<file path="src/rtl/freq_meas_seq.sv">
// Measurement sequencer for the equal-precision frequency counter: drives the preset gate, times the
// real gate in sys_clk cycles, collects the captured test count and divides to produce freq_hz.
module freq_meas_seq #(
  parameter logic [31:0] CLK_HZ      = 32'd48_000_000,
  parameter logic [27:0] PREP_CYC    = 28'd12_000_000,
  parameter logic [27:0] GATE_CYC    = 28'd48_000_000,
  parameter logic [27:0] TIMEOUT_CYC = 28'd24_000_000
) (
  input  logic        sys_clk,
  input  logic        sys_rst_n,
  input  logic        start,
  input  logic        cont_mode,
  input  logic        abort,
  output logic        gate_s,
  input  logic        gate_a,
  input  logic [31:0] cnt_test,
  input  logic        cnt_tgl,
  output logic        busy,
  output logic [31:0] freq_hz,
  output logic        freq_valid,
  output logic        meas_err
);

  localparam logic [2:0] S_IDLE  = 3'd0;
  localparam logic [2:0] S_PREP  = 3'd1;
  localparam logic [2:0] S_GATE  = 3'd2;
  localparam logic [2:0] S_DRAIN = 3'd3;
  localparam logic [2:0] S_WAIT  = 3'd4;
  localparam logic [2:0] S_DIV   = 3'd5;
  localparam logic [2:0] S_DONE  = 3'd6;

  logic [2:0]  state_reg, state_next;
  logic [27:0] timer_reg;
  logic [31:0] cnt_std_reg;
  logic [63:0] num_reg;
  logic [31:0] rem_reg;
  logic [5:0]  div_cnt_reg;
  logic [31:0] freq_hz_reg;
  logic        meas_err_reg;

  logic gate_a_meta_reg, gate_a_s;
  logic tgl_meta_reg, tgl_s, tgl_s_d;
  logic tgl_edge;

  always_ff @(posedge sys_clk or negedge sys_rst_n) begin
    if (!sys_rst_n) begin
      gate_a_meta_reg <= 1'b0;
      gate_a_s        <= 1'b0;
      tgl_meta_reg    <= 1'b0;
      tgl_s           <= 1'b0;
      tgl_s_d         <= 1'b0;
    end else begin
      gate_a_meta_reg <= gate_a;
      gate_a_s        <= gate_a_meta_reg;
      tgl_meta_reg    <= cnt_tgl;
      tgl_s           <= tgl_meta_reg;
      tgl_s_d         <= tgl_s;
    end
  end

  assign tgl_edge = tgl_s ^ tgl_s_d;

  logic timeout_hit;
  assign timeout_hit = (timer_reg == TIMEOUT_CYC - 28'd1);

  // One restoring-division step: the remainder stays below the divisor, so the
  // 32-bit modular difference is exact whenever the subtraction is taken.
  logic [32:0] rem_shift;
  logic        q_bit;
  logic [31:0] rem_step;
  logic [63:0] quot_step;
  assign rem_shift = {rem_reg, num_reg[63]};
  assign q_bit     = (rem_shift >= {1'b0, cnt_std_reg});
  assign rem_step  = q_bit ? (rem_shift[31:0] - cnt_std_reg) : rem_shift[31:0];
  assign quot_step = {num_reg[62:0], q_bit};

  always_comb begin
    state_next = state_reg;
    case (state_reg)
      S_IDLE:  if (start) state_next = S_PREP;
      S_PREP:  if (timer_reg == PREP_CYC - 28'd1) state_next = S_GATE;
      S_GATE:  if (timer_reg == GATE_CYC - 28'd1) state_next = S_DRAIN;
      S_DRAIN: begin
        if (!gate_a_s)        state_next = S_WAIT;
        else if (timeout_hit) state_next = S_DONE;
      end
      S_WAIT: begin
        if (tgl_edge)         state_next = (cnt_std_reg == 32'd0) ? S_DONE : S_DIV;
        else if (timeout_hit) state_next = S_DONE;
      end
      S_DIV:   if (div_cnt_reg == 6'd63) state_next = S_DONE;
      S_DONE:  state_next = cont_mode ? S_PREP : S_IDLE;
      default: state_next = S_IDLE;
    endcase
    if (abort) state_next = S_IDLE;
  end

  always_ff @(posedge sys_clk or negedge sys_rst_n) begin
    if (!sys_rst_n) begin
      state_reg    <= S_IDLE;
      timer_reg    <= '0;
      cnt_std_reg  <= '0;
      num_reg      <= '0;
      rem_reg      <= '0;
      div_cnt_reg  <= '0;
      freq_hz_reg  <= '0;
      meas_err_reg <= 1'b0;
    end else begin
      state_reg <= state_next;
      timer_reg <= (state_next != state_reg) ? 28'd0 : timer_reg + 28'd1;

      if (state_next == S_PREP && state_reg != S_PREP)
        cnt_std_reg <= '0;
      else if ((state_reg == S_GATE || state_reg == S_DRAIN) && gate_a_s && cnt_std_reg != 32'hFFFF_FFFF)
        cnt_std_reg <= cnt_std_reg + 32'd1;

      if (state_reg == S_WAIT && state_next == S_DIV) begin
        num_reg     <= {32'd0, cnt_test} * {32'd0, CLK_HZ};
        rem_reg     <= '0;
        div_cnt_reg <= '0;
      end else if (state_reg == S_DIV) begin
        num_reg     <= quot_step;
        rem_reg     <= rem_step;
        div_cnt_reg <= div_cnt_reg + 6'd1;
      end

      // Results land together with the DONE entry so they are valid on the freq_valid cycle.
      if (state_next == S_DONE) begin
        if (state_reg == S_DIV) begin
          freq_hz_reg  <= (quot_step[63:32] != 32'd0) ? 32'hFFFF_FFFF : quot_step[31:0];
          meas_err_reg <= 1'b0;
        end else begin
          freq_hz_reg  <= '0;
          meas_err_reg <= 1'b1;
        end
      end
    end
  end

  assign gate_s     = (state_reg == S_GATE);
  assign busy       = (state_reg != S_IDLE);
  assign freq_valid = (state_reg == S_DONE);
  assign freq_hz    = freq_hz_reg;
  assign meas_err   = meas_err_reg;

endmodule

</file>
<file path="config.mk">
export PLATFORM = sky130hd
export DESIGN_NAME = freq_meas_seq
export DESIGN_NICKNAME = d
export VERILOG_FILES = /design/src/rtl/freq_meas_seq.sv
export SDC_FILE = /design/constraint.sdc
export NUM_CORES = 1
export LEC_CHECK = 0
export CORE_MARGIN = 2
export CORE_UTILIZATION = 36
export DETAILED_ROUTE_END_ITERATION = 10
export MAX_ROUTING_LAYER = met4
export SLEW_MARGIN = 10
export SYNTH_ARGS = -nofsm -noshare
export SYNTH_HDL_FRONTEND = slang
export SYNTH_SLANG_ARGS = --single-unit
</file>
<file path="constraint.sdc">
create_clock -name sys_clk -period 6 [get_ports sys_clk]
set_input_delay 1.8 -clock sys_clk [delete_from_list [all_inputs] [get_ports sys_clk]]
set_output_delay 1.8 -clock sys_clk [all_outputs]
set_load 0.01 [all_outputs]
</file>
==> Yosys cells after proc, flatten, opt, wreduce, memory -nomap -nowiden <==
Cells that the tools add are included.
{ "classes": {"add_sub_neg": 4, "mul": 1, "order_cmp": 1, "n_eq_ne": 16, "mux": 24, "bitwise": 1, "reduce_logical": 11} }
{ "op_table": {"columns": ["cell", "n"], "rows": [
  ["32-bit 2-to-1 mux", 7],
  ["64-bit 2-to-1 mux", 2],
  ["32-bit by 16-bit multiplier with 48-bit output (second input constant)", 1],
  ["33-bit by 32-bit greater-or-equal comparator with 1-bit output", 1],
  ["32-bit by 1-bit adder with 32-bit output (second input constant)", 1],
  ["32-bit zero test", 1],
  ["32-bit != test (second input constant)", 1],
  ["32-bit nonzero test", 1],
  ["32-bit subtractor", 1],
  ["28-bit by 1-bit adder with 28-bit output (second input constant)", 1],
  ["28-bit by 24-bit equality test with 1-bit output (second input constant)", 1],
  ["28-bit by 25-bit equality test with 1-bit output (second input constant)", 1],
  ["28-bit by 26-bit equality test with 1-bit output (second input constant)", 1],
  ["28-bit 2-to-1 mux", 1],
  ["3-bit 2-to-1 mux", 8],
  ["3-bit one-hot mux with 7 select lines", 1],
  ["3-bit equality test (second input constant)", 5],
  ["6-bit 2-to-1 mux", 2],
  ["6-bit by 1-bit adder with 6-bit output (second input constant)", 1],
  ["3-bit by 1-bit equality test with 1-bit output (second input constant)", 2],
  ["3-bit by 2-bit equality test with 1-bit output (second input constant)", 2],
  ["6-bit equality test (second input constant)", 1],
  ["1-bit logical AND", 4],
  ["2-bit nonzero test", 2],
  ["other kinds (8)", 9]
]} }
{ "totals": {"reg_bits": 203, "output_inout_bits": 36, "word_cells": 71} }

==> Depth between registers and ports, before layout <==
{ "logic_depth": {"word_depth": 8, "depth_mapped": 22, "mapped_depth_nobuf": 21} }

==> Worst setup path after synthesis <==
OpenSTA, ideal clock, no wires.
{ "synth_path": {"path_kind": "input port to flip-flop", "from": "input cnt_test[5]", "to": "register num_reg[57]", "setup_ns": 0.128, "arrival_time_ns": 7.196, "setup_slack_ns": -1.324, "path_stages": 22, "path_buffers": 1, "path_cell_list": "ha_1 -> inv_1 -> fa_1 -> inv_1 -> fa_1 -> fa_1 -> fa_1 -> inv_1 -> fa_1 -> inv_1 -> ha_1 -> buf_2 -> a21o_1 -> o21bai_1 -> a211oi_1 -> a21o_1 -> o41ai_2 -> a2111oi_0 -> or3_1 -> o31ai_2 -> mux2i_1 -> o21ai_0"} }
{ "synth_between": {"elab_chain_len": 2} }
{ "synth_lines": {"columns": ["item", "line", "text"], "rows": [
  ["start: declaration", "16", "input logic [31:0] cnt_test,"],
  ["32-bit by 16-bit multiplier with 48-bit output", "118", "num_reg <= {32'd0, cnt_test} * {32'd0, CLK_HZ};"],
  ["64-bit 2-to-1 mux", "117", "if (state_reg == S_WAIT && state_next == S_DIV) begin"],
  ["end signal: assignment", "118", null],
  ["end signal: assignment", "122", "num_reg <= quot_step;"],
  ["end: declaration", "35", "logic [63:0] num_reg;"]
]} }
Every way passes these cells.
A chain may end at the register's enable or synchronous reset.

==> Worst setup path after layout <==
Ends and elaborated chain as after synthesis.

==> flow_summary.ini <==
[finish]
drive_gt1_frac = 0.252
final_cell_mix = inv_1 (362), buf_4 (297), dfrtp_1 (203)
layout_commonest_cell = inv_1
final.fill_count = 5400
diodes = 0
fin_nets = 3183
multiInputGateArea_sq_um = 15800
stdcell_count = 3474
area_delta_synth_final_pct = 31.0
largest_reg_flops = 64
final-seq-area_sq_um = 5080

[routing]
drtIter0Drc = 899
vias_per_cell = 4.96
drc = 0
wirelength_um = 58000
firstDrtPassIters = 5
ant_nets = 0
wl_per_cell_um = 16.7
vias = 17200

[global_route]
grt_pass1_wl_um = 94800
grt_max_degree = 92
grt_usage = 0.197
overflow = 0
antenna_found_initial = 0
grt_pass1_vias = 18200

[clock_network]
cts_tree = yes
htreeDepth = 1
cts_buffer_depth = 3
clk_latency_ns = 0.52
clkSinkCount = 203
clockRootBuffer = clkbuf_16
clkTransAtPathRegs_ns = 0.06
cts_buffers = 23

[critical_path]
crit_start = cnt_test[5]
path_max_fanout = 4
rr_endpoint = rem_reg[30]$_DFFE_PN0P_
crit_path_start_kind = input pin
worstRegToRegCells = 12
crit_type = in2reg
cp-end-kind = flip-flop
reg2reg_setup_slack_ns = 1.85
cp.required_ns = 6.37
cp.arrival_ns = 7.21
endpoint = num_reg[57]$_DFFE_PN0P_
r2r_start = cnt_std_reg[11]$_DFFE_PN0P_

[timing]
clock.fmax_mhz = 146
max_slew_margin = 0.250
worst_pin_slew_ns = 1.12
setup_viol = 30
hold_violations = 0
fin_worst_skew_ns = 0.00891
fin_setup_tns_ns = -13.72
fin_crit_sh = 1.14
rsz0062_at_grt = true
drv_slew = 0
setup_ws_ns = -0.839
fin_crit_ns = 6.84

[place]
hpwl_um = 46300
place_inst = 3376
gp_congestion = 0.917
numPortBuffers = 74

[floorplan]
io_pins = 75
core_sq_um = 58000
start_util = 0.366
rows = 88
die_area_sq_um = 60900
dieWidth_um = 247
die_h_um = 247

[worst_hold_path]
hp-class = reg2reg

[run_status]
violations = negative setup slack
status = finished with violations

[yosys]
ys_ff_latch = 203
synth_top_cell_by_area = dfrtp_1
yosysWarningCount = 0
synth_fp_nets = 2813
ys.flop_type = dfrtp_1
synth_cell_types = 70
yosysSeqAreaShare = 0.239
synth_top_area_frac = 0.239
synth.avg_cell_area_sq_um = 9.12
synth_cells = 2327
synth_area_leaders = dfrtp_1 (24%), fa_1 (20%), ha_1 (14%)
synth_edf_count = 0
syn_area_sq_um = 21200
async_flop_share = 1.00

[job]
max_cap_violations = 0
[cell usage after synthesis (11+ instances only)]
library cell / count
fa_1: 212
xor2_1: 62
nor2b_1: 13
inv_1: 415
o21ai_0: 159
nor2_1: 119
o21ai_1: 33
mux2i_1: 12
nand2_1: 168
nor4_1: 21
or3_1: 11
ha_1: 235
nand4_1: 36
and2_1: 14
clkbuf_1: 56
a21o_1: 48
and3_1: 26
a21oi_1: 80
a22oi_1: 47
a31oi_1: 14
nor3_1: 25
dfrtp_1: 203
buf_2: 11
nand3_1: 76
xnor2_1: 95
[repair_timing]
action | 4_1_cts | 5_1_grt
endpoints found under the setup margin | 37 | 32
hold buffers | 0 | 0
pin swaps | 165 | 90
endpoints found under the hold margin | 0 | 0
gates resized for setup | 306 | 77
buffers inserted | 60 | 10
[per-stage QoR]
step | hold WS [ns] | utilization | cell area [sq um] | worst slack (ns)
2_1_floorplan | 0.331 | - | 22000 | -0.996
3_3_place_gp | 0.342 | 0.438 | 25400 | -1.88
3_5_place_dp | 0.340 | 0.438 | 25400 | -1.95
4_1_cts | 0.363 | 0.473 | 27500 | -0.927
5_1_grt | 0.375 | 0.479 | 27800 | -0.979
6_report | 0.361 | 0.479 | 27800 | -0.839
[cells by family (layout without fill, tap and decap cells)]
logic type | after synthesis | after routing | share of synthesized area
simple gates | 544 | 544 | 0.124
buf+inv | 496 | 878 | 0.0904
compound gates | 459 | 459 | 0.133
fa+ha+maj | 456 | 456 | 0.343
mux | 12 | 12 | 0.00566
flops | 203 | 203 | 0.239
xor+xnor | 157 | 157 | 0.0648
[layout make-up]
cell class	count	share of cell area
clock buffer	30	0.0238
clock inverter	7	0.00396
inverter	415	0.0565
multi-input combinational	1628	0.570
sequential	203	0.183
tap	765	0.0344
timing repair buffer	426	0.129
[metal layers]
metal / up-vias / track usage / wire length [um]
li1: 8455 / - / -
met1: 8496 / 0.266 / 27600
met2: 249 / 0.332 / 28300
met3: 48 / 0.00912 / 1220
met4: 0 / 0.0383 / 862
met5: - / - / 0
[how the worst min path moves through the flow]
stage,cells past startpoint,startpoint,to
global route,0,gate_a_meta_reg$_DFF_PN0_,gate_a_s$_DFF_PN0_
global placement,0,tgl_meta_reg$_DFF_PN0_,tgl_s$_DFF_PN0_
floorplan,0,gate_a_meta_reg$_DFF_PN0_,gate_a_s$_DFF_PN0_
detailed placement,0,tgl_meta_reg$_DFF_PN0_,tgl_s$_DFF_PN0_
finish,0,tgl_meta_reg$_DFF_PN0_,tgl_s$_DFF_PN0_
CTS,0,tgl_meta_reg$_DFF_PN0_,tgl_s$_DFF_PN0_
[critical path, stage by stage]
cell and delay (ns):
buf_6 0.07, buf_6 0.12, ha_4 0.14, inv_2 0.04, fa_2 0.56, inv_2 0.05
fa_2 0.56, fa_1 0.43, fa_1 0.51, inv_2 0.04, fa_1 0.51, inv_2 0.05
ha_4 0.28, a21o_1 0.15, o21bai_4 0.14, a211oi_2 0.05, a21o_1 0.20, o41ai_4 0.48
a2111oi_4 0.15, or3_4 0.37, o31ai_4 0.22, mux2i_1 0.22, o21ai_1 0.07
Power is not shown: default switching activity piles up to over one toggle a cycle in this logic, so the estimate is an artifact.
